File: src/rtl/rgb_pixel_out.sv
// Pixel output stage: turns a raster timing stream plus a frame-buffer read FIFO
// into RGB888 video with a fixed two-cycle latency, or shows colour bars instead.
module rgb_pixel_out #(
  parameter logic [23:0] FILL_RGB = 24'h000000,
  parameter int          H_ACTIVE = 1280
) (
  input  logic        rgb_clk,
  input  logic        rgb_rst_n,
  input  logic        rgb_hs,
  input  logic        rgb_vs,
  input  logic        rgb_de,
  input  logic [10:0] rgb_x,
  input  logic        pattern_en,
  input  logic [15:0] fifo_dout,
  input  logic        fifo_empty,
  output logic        fifo_rd_en,
  output logic        frame_req,
  output logic        out_hs,
  output logic        out_vs,
  output logic        out_de,
  output logic [23:0] out_rgb,
  output logic        underflow,
  output logic [7:0]  underflow_cnt
);

  localparam int BAR_W = H_ACTIVE / 8;

  typedef enum logic [1:0] {IDLE, STREAM, RESYNC} state_t;
  typedef enum logic [1:0] {SRC_FILL, SRC_FIFO, SRC_BAR} src_t;

  state_t      state;
  state_t      state_next;
  logic        vs_q;
  logic        vs_armed;
  logic        fs;
  logic        frame_pattern;
  logic        uf_event;
  logic [2:0]  bar_idx;
  src_t        src_sel;

  logic        hs_d1;
  logic        vs_d1;
  logic        de_d1;
  src_t        src_d1;
  logic [2:0]  bar_d1;
  logic [23:0] rgb_pre;

  // vs_armed blocks a false frame start when rgb_vs is already high as reset
  // releases: a real rising edge needs rgb_vs to be seen low first.
  assign fs = rgb_vs & ~vs_q & vs_armed;

  // FIFO read handshake: the word is consumed in the cycle fifo_rd_en is high
  // (only ever with rgb_de=1 and fifo_empty=0); it appears on fifo_dout one
  // cycle later.
  always_comb begin
    state_next = state;
    fifo_rd_en = 1'b0;
    uf_event   = 1'b0;
    case (state)
      IDLE:   if (fs) state_next = STREAM;
      RESYNC: if (fs) state_next = STREAM;
      STREAM: begin
        if (!frame_pattern && rgb_de) begin
          if (fifo_empty) begin
            uf_event   = 1'b1;
            state_next = RESYNC;
          end else begin
            fifo_rd_en = 1'b1;
          end
        end
      end
      default: state_next = IDLE;
    endcase
    if (!rgb_rst_n) begin
      fifo_rd_en = 1'b0;
      uf_event   = 1'b0;
      state_next = IDLE;
    end
  end

  always_ff @(posedge rgb_clk) begin
    if (!rgb_rst_n) begin
      state         <= IDLE;
      vs_q          <= 1'b0;
      vs_armed      <= 1'b0;
      frame_req     <= 1'b0;
      frame_pattern <= 1'b0;
      underflow     <= 1'b0;
      underflow_cnt <= 8'd0;
    end else begin
      state     <= state_next;
      vs_q      <= rgb_vs;
      vs_armed  <= vs_armed | ~rgb_vs;
      frame_req <= fs;
      if (fs) frame_pattern <= pattern_en;
      if (fs && underflow && underflow_cnt != 8'hFF)
        underflow_cnt <= underflow_cnt + 8'd1;
      // an underflow in the frame-start cycle wins over the clear
      if (uf_event)
        underflow <= 1'b1;
      else if (fs)
        underflow <= 1'b0;
    end
  end

  always_comb begin
    bar_idx = 3'd0;
    for (int k = 1; k < 8; k++) begin
      if (int'(rgb_x) >= k * BAR_W) bar_idx = bar_idx + 3'd1;
    end
  end

  always_comb begin
    if (frame_pattern)   src_sel = SRC_BAR;
    else if (fifo_rd_en) src_sel = SRC_FIFO;
    else                 src_sel = SRC_FILL;
  end

  function automatic logic [23:0] bar_colour(input logic [2:0] idx);
    logic [23:0] c;
    case (idx)
      3'd0:    c = 24'hFFFFFF;
      3'd1:    c = 24'hFFFF00;
      3'd2:    c = 24'h00FFFF;
      3'd3:    c = 24'h00FF00;
      3'd4:    c = 24'hFF00FF;
      3'd5:    c = 24'hFF0000;
      3'd6:    c = 24'h0000FF;
      default: c = 24'h000000;
    endcase
    return c;
  endfunction

  // Stage 1 carries timing and the pixel source while the FIFO word is in flight.
  always_ff @(posedge rgb_clk) begin
    if (!rgb_rst_n) begin
      hs_d1  <= 1'b0;
      vs_d1  <= 1'b0;
      de_d1  <= 1'b0;
      src_d1 <= SRC_FILL;
      bar_d1 <= 3'd0;
    end else begin
      hs_d1  <= rgb_hs;
      vs_d1  <= rgb_vs;
      de_d1  <= rgb_de;
      src_d1 <= src_sel;
      bar_d1 <= bar_idx;
    end
  end

  always_comb begin
    case (src_d1)
      SRC_FIFO: rgb_pre = {fifo_dout[15:11], fifo_dout[15:13],
                           fifo_dout[10:5],  fifo_dout[10:9],
                           fifo_dout[4:0],   fifo_dout[4:2]};
      SRC_BAR:  rgb_pre = bar_colour(bar_d1);
      default:  rgb_pre = FILL_RGB;
    endcase
  end

  always_ff @(posedge rgb_clk) begin
    if (!rgb_rst_n) begin
      out_hs  <= 1'b0;
      out_vs  <= 1'b0;
      out_de  <= 1'b0;
      out_rgb <= 24'h000000;
    end else begin
      out_hs  <= hs_d1;
      out_vs  <= vs_d1;
      out_de  <= de_d1;
      out_rgb <= de_d1 ? rgb_pre : 24'h000000;
    end
  end

endmodule

File: config.mk
export PLATFORM = sky130hd
export DESIGN_NAME = rgb_pixel_out
export DESIGN_NICKNAME = d
export VERILOG_FILES = /design/src/rtl/rgb_pixel_out.sv
export SDC_FILE = /design/constraint.sdc
export NUM_CORES = 1
export LEC_CHECK = 0
export BUFFER_PORTS_ARGS = -buffer_cell sky130_fd_sc_hd__buf_2
export CAP_MARGIN = 25
export CELL_PAD_IN_SITES_DETAIL_PLACEMENT = 0
export CELL_PAD_IN_SITES_GLOBAL_PLACEMENT = 2
export CORE_MARGIN = 2
export CORE_UTILIZATION = 29
export CTS_BUF_LIST = sky130_fd_sc_hd__clkbuf_8
export CTS_CLUSTER_SIZE = 10
export DETAILED_ROUTE_END_ITERATION = 10
export GPL_ROUTABILITY_DRIVEN = 0
export GPL_TIMING_DRIVEN = 0
export PLACE_DENSITY_LB_ADDON = 0.1
export SYNTH_ARGS = -nofsm -noshare
export SYNTH_HDL_FRONTEND = slang
export SYNTH_SLANG_ARGS = --single-unit
File: constraint.sdc
create_clock -name rgb_clk -period 5.7 [get_ports rgb_clk]
set_clock_uncertainty 0.1 [all_clocks]
set_input_delay 0.285 -clock rgb_clk [delete_from_list [all_inputs] [get_ports rgb_clk]]
set_output_delay 0.285 -clock rgb_clk [all_outputs]
set_load 0.005 [all_outputs]
---- Word level (Yosys, flattened, before mapping) ----
Index checks and enable logic that the tools add are counted.
cells by class
  $add $sub $neg .......................... 7
  magnitude comparators ................... 7
  equal/unequal tests ..................... 14
  mux-type cells .......................... 25
  bitwise logic cells ..................... 6
  reduce and logical (&&, ||, !) cells .... 11
operators with widths
  operator                                                                  number
  24-bit one-hot mux with 7 select lines                                    1
  24-bit one-hot mux with 2 select lines                                    1
  11-bit by 10-bit >= comparator with 1-bit output (second input constant)  3
  11-bit by 9-bit >= comparator with 1-bit output (second input constant)   2
  3-bit by 1-bit adder with 3-bit output (second input constant)            6
  3-bit two-way mux                                                         6
  1-bit two-way mux                                                         12
  11-bit >= comparator (second input constant)                              1
  11-bit by 8-bit >= comparator with 1-bit output (second input constant)   1
  3-bit == test (second input constant)                                     3
  8-bit by 1-bit adder with 8-bit output (second input constant)            1
  2-bit two-way mux                                                         4
  8-bit inequality test (second input constant)                             1
  3-bit by 2-bit == test with 1-bit output (second input constant)          2
  2-bit by 1-bit == test with 1-bit output (second input constant)          2
  2-bit == test (second input constant)                                     2
  2-bit inequality test (second input constant)                             2
  2-bit one-hot mux with 2 select lines                                     1
  2-bit OR reduction                                                        2
  3-bit by 1-bit == test with 1-bit output (second input constant)          1
  1-bit logical AND                                                         3
  3-bit zero test                                                           1
  1-bit NOT                                                                 3
  3-bit AND reduction                                                       1
  other kinds (7)                                                           8
storage, ports and cells
  register bits ........................... 49
  input bits .............................. 34
  output and inout bits ................... 38
  logic and storage cells ................. 86

---- Longest topological paths before layout ----
  depth in word-level cells ............... 14
  gate-level depth with buffers ........... 20
  mapped depth without buffers ............ 19

---- Worst setup path before layout ----
Ideal clock, no wire load.
  kind .................................... in2reg
  from .................................... input port rgb_x[10]
  to ...................................... register bar_d1[2]
  library setup time ...................... 116 ps
  arrival time ............................ 3811 ps
  slack ................................... 1674 ps
  stages .................................. 20
  buffers on the path ..................... 1
  cell sequence ........................... clkbuf_1 -> nor2_1 -> and3b_1 -> inv_1 -> ha_1 -> nor4_1 -> nor2_1 -> ha_1 -> xnor2_1 -> o32ai_1 -> a31oi_1 -> inv_1 -> ha_1 -> nor2_1 -> a21oi_1 -> ha_1 -> nand3_1 -> xnor3_1 -> nor3_1 -> and3b_1
on the way
  longest elaborated chain between the ends .. 14
  elaborated cells between the ends (all ways) .. 20
ends and longest elaborated chain
  what                                             RTL line  RTL
  from (decl)                                      12        input logic [10:0] rgb_x,
  11-bit by 8-bit >= comparator with 1-bit output  109       if (int'(rgb_x) >= k * BAR_W) bar_idx = bar_idx + 3'd1;
  1-bit two-way mux                                109
  3-bit by 1-bit adder with 3-bit output           109
  3-bit two-way mux                                109
  3-bit by 1-bit adder with 3-bit output           109
  3-bit two-way mux                                109
  3-bit by 1-bit adder with 3-bit output           109
  3-bit two-way mux                                109
  3-bit by 1-bit adder with 3-bit output           109
  3-bit two-way mux                                109
  3-bit by 1-bit adder with 3-bit output           109
  3-bit two-way mux                                109
  3-bit by 1-bit adder with 3-bit output           109
  3-bit two-way mux *                              109
  to (signal assigned)                             147       bar_d1 <= bar_idx;
  to (decl)                                        45        logic [2:0] bar_d1;
Every way passes the cells marked *; elsewhere a longest branch is shown, timed or not.
A chain may end at the register's enable or synchronous reset.

---- Worst setup path after layout ----
Ends and elaborated chain as after synthesis.

==> results by group <==
Cells and area
  – Final Util: 37.0%
  – Final instance area: 0.00249 mm²
  – Final #Nets: 334
  – Final std cells w/o fill: 370
  – Area growth from synthesis to layout: 25.5%
  – Share of layout cells above drive strength 1: between 20 and 30%
  – Antenna Cells: 0
  – Number of fill cells in the layout: approximately 740

Floorplanning
  – Area of the core: between 0.006 and 0.007 mm²
  – I/O pins: ~70
  – Die X: between 80 and 90 µm
  – Die H: 86.6 µm
  – Die area: 0.00751 mm²
  – # rows: 30
  – Initial Util: between 20% and 30%

Pwr
  – Leak Pwr: around 0.0012 µW
  – Max rail drop VDD: just over 0.08 mV
  – Pwr dens: between 200 and 250 mW/mm²

Global route
  – Largest net degree at the start of global routing: 13
  – First-pass GRT wire length: around 7200 µm
  – Vias in the first global route: about 1500
  – Initial antenna violation count: 0
  – Tot GR Track Use: between 10% and 20%
  – Remaining Overflow, GRT: 0

Place
  – Hpwl dp: roughly 3400 µm
  – Dpl cell area: 0.00240 mm²
  – # placed instances: 363
  – Port Buf Inserts: 63

Synthesis
  – Async SR Flop Fraction: 0%
  – EDFF count, synth: 0
  – Synth top area share: ~41%
  – Cell count after synthesis: 220
  – Area contributors post-synth: dfxtp_1, ha_1, nand2_1
  – Distinct cells, synth: 42
  – Synth Flop Type: dfxtp_1
  – #FFs+latches synth: between 40 and 50
  – Synthesized Nets: ~260
  – Yosys warns: 0
  – Area leader, netlist: dfxtp_1
  – Avg Cell Area, Syn: 9.00 µm²
  – Post-synthesis cell area: between 0.0015 and 0.002 mm²
  – Register area share after synthesis: just over 40%

Drt
  – Drt pass-1 iters: 4
  – DRC violations left: 0
  – Number of routed nets with antenna violations: 0
  – DRT iter0 DRCs: 30
  – Routed Wire Length: 4400 µm
  – Via count: roughly 1700
  – WL per Instance: approximately 12 µm
  – Via-to-Cell Ratio: approximately 4.5

Worst setup path
  – CP endpoint kind: register
  – CP startpoint kind: input pin
  – Crit path max fanout: 9
  – CP required: about 5.8 ns
  – CP arrival: around 4.3 ns
  – FF-to-FF Start: underflow_cnt[0]
  – Worst r2r path cells: 6
  – Setup Crit Path Kind: input pin to register
  – Worst R2R Setup Slack: approximately 4.0 ns
  – Reg-to-reg endpoint: underflow_cnt[5]

Clock tree
  – Post-CTS Setup Bufs: 0
  – Clock Sinks: 41
  – Num CTS Buffers: 5
  – Clock Latency Late Sink: about 0.28 ns
  – CTS root buf: clkbuf_8
  – CTS Hold Bufs: 0
  – Max clock buf depth: 2
  – Worst-path clk slew: around 0.08 ns
  – H-tree levels: 2
  – CTS tree: built
  – Post-CTS Resized: 0

Worst hold path
  – Worst hold path type: input pin to register
  – Min-delay src: rgb_vs
  – Hold Path Depth: 2
  – Hold endpoint: vs_armed

Timing
  – FMAX: roughly 240 MHz
  – Slew Limit Headroom: between 70 and 80%
  – Tcrit/Tclk final: roughly 74%
  – Final Hold Fails: 0
  – Final TNS setup: 0 ns
  – Slew Limit Fails: 0
  – Crit path time final: 4.21 ns
  – Slew @ Worst Pin: around 0.45 ns
  – Unrepaired setup endpoints after global routing: false
  – Endpoints failing setup: 0

Outcome
  – Outcome: complete, no violations

Job
  – Max-cap violations: 0
[sequential cells by signal, indices dropped and copies added (netlist names)]
| name | flops |
|---|---|
| vs_d1 | 1 |
| frame_req | 1 |
| vs_armed | 1 |
| underflow | 1 |
| frame_pattern | 1 |
| hs_d1 | 1 |
| bar_d1 | 3 |
| src_d1 | 2 |
| out_hs | 1 |
| out_vs | 1 |
| de_d1 | 1 |
| underflow_cnt | 8 |
| out_de | 1 |
| out_rgb | 16 |
| state | 2 |
[cells by family (layout without fill, tap and decap cells)]
family | Yosys count | in the layout | synth area share [%]
adder cells (fa/ha/maj) | 10 | 10 | 6.32
AO/OA/AOI/OAI | 45 | 45 | 15.1
buffers and inverters | 27 | 97 | 7.07
multiplexers | 1 | 1 | 0.505
XOR/XNOR | 11 | 11 | 6.32
flip-flops | 41 | 41 | 41.4
AND/OR/NAND/NOR | 85 | 85 | 23.2
[critical path, stage by stage]
cell	delay (ns)
clkbuf_1	0.21
nor2_1	0.36
and3b_1	0.28
inv_1	0.07
ha_1	0.19
nor4_1	0.34
nor2_1	0.10
ha_1	0.31
xnor2_1	0.16
o32ai_1	0.10
a31oi_1	0.24
inv_1	0.07
ha_1	0.29
nor2_1	0.13
a21oi_1	0.06
ha_1	0.23
nand3_1	0.09
xnor3_1	0.40
nor3_1	0.18
and3b_1	0.19
[stage by stage]
step / setup WS [ns] / hold WS (ns) / power, µW
global placement: 1.14 / 0.316 / 383
global route: 1.17 / 0.105 / 600
finish: 1.49 / 0.118 / 568
detailed placement: 1.20 / 0.335 / 383
CTS: 1.50 / 0.109 / 577
floorplan: 1.67 / 0.264 / 358
[layer usage]
layer | track usage [%] | routed length [µm] | vias to the layer above | part of all wire [%]
met5 | 0 | 0 | - | 0
met4 | 2.56 | 23 | 0 | 0.52
met3 | 2.76 | 230 | 2 | 5.2
met2 | 18.3 | 1900 | 49 | 43
met1 | 16.8 | 2250 | 725 | 51
li1 | - | - | 889 | -
[cell type report]
class,count,area (µm²),share of cell area (%)
Multi-Input combinational cell,152,1020,41.0
Sequential cell,41,821,33.0
Timing Repair Buffer,63,315,12.7
Buffer,18,106,4.28
Tap cell,80,100,4.03
Clock buffer,6,82.6,3.32
Inverter,9,33.8,1.36
Clock inverter,1,7.51,0.302
[report_power, final]
part	total [µW]	switching, µW	internal [µW]	leakage (µW)
logic	77.9	39.0	38.9	0.000776
clock network	192	96.5	95.8	0.0000433
registers	297	2.73	295	0.000333
total	568	138	429	0.00115
[cell usage in the layout, fill, tap and decap left out, types with 4 or more instances in the layout]
master / netlist / routed
buf_2: 1 / 64
dfxtp_1: 41 / 41
nand2_1: 26 / 26
a21oi_1: 19 / 19
and2_1: 15 / 15
ha_1: 10 / 10
inv_1: 9 / 9
clkbuf_1: 8 / 8
buf_4: 8 / 8
nor2_1: 7 / 7
a21boi_0: 7 / 7
o21ai_0: 6 / 6
xor2_1: 6 / 6
clkbuf_8: 0 / 6
nand2b_1: 5 / 5
nand3_1: 5 / 5
nor3_1: 5 / 5
or3_1: 4 / 4
[Yosys cell counts, drive strengths merged, types with 6 or more instances]
master and instances:
a21boi 7, a21oi 19, and2 15, buf 10
clkbuf 8, dfxtp 41, ha 10, inv 9
nand2 26, nor2 7, o21ai 6, xor2 6
[worst max path at each step]
| stage | start | end | cells after the start |
|---|---|---|---|
| 3_3_place_gp | rgb_x[10] | bar_d1[2] | 20 |
| 3_5_place_dp | rgb_x[10] | bar_d1[2] | 20 |
| 5_1_grt | rgb_x[10] | bar_d1[2] | 20 |
| 2_1_floorplan | rgb_x[10] | bar_d1[2] | 20 |
| 6_report | rgb_x[10] | bar_d1[2] | 20 |
| 4_1_cts | rgb_x[10] | bar_d1[2] | 20 |
No activity file was read; power rests on OpenSTA's default activity.
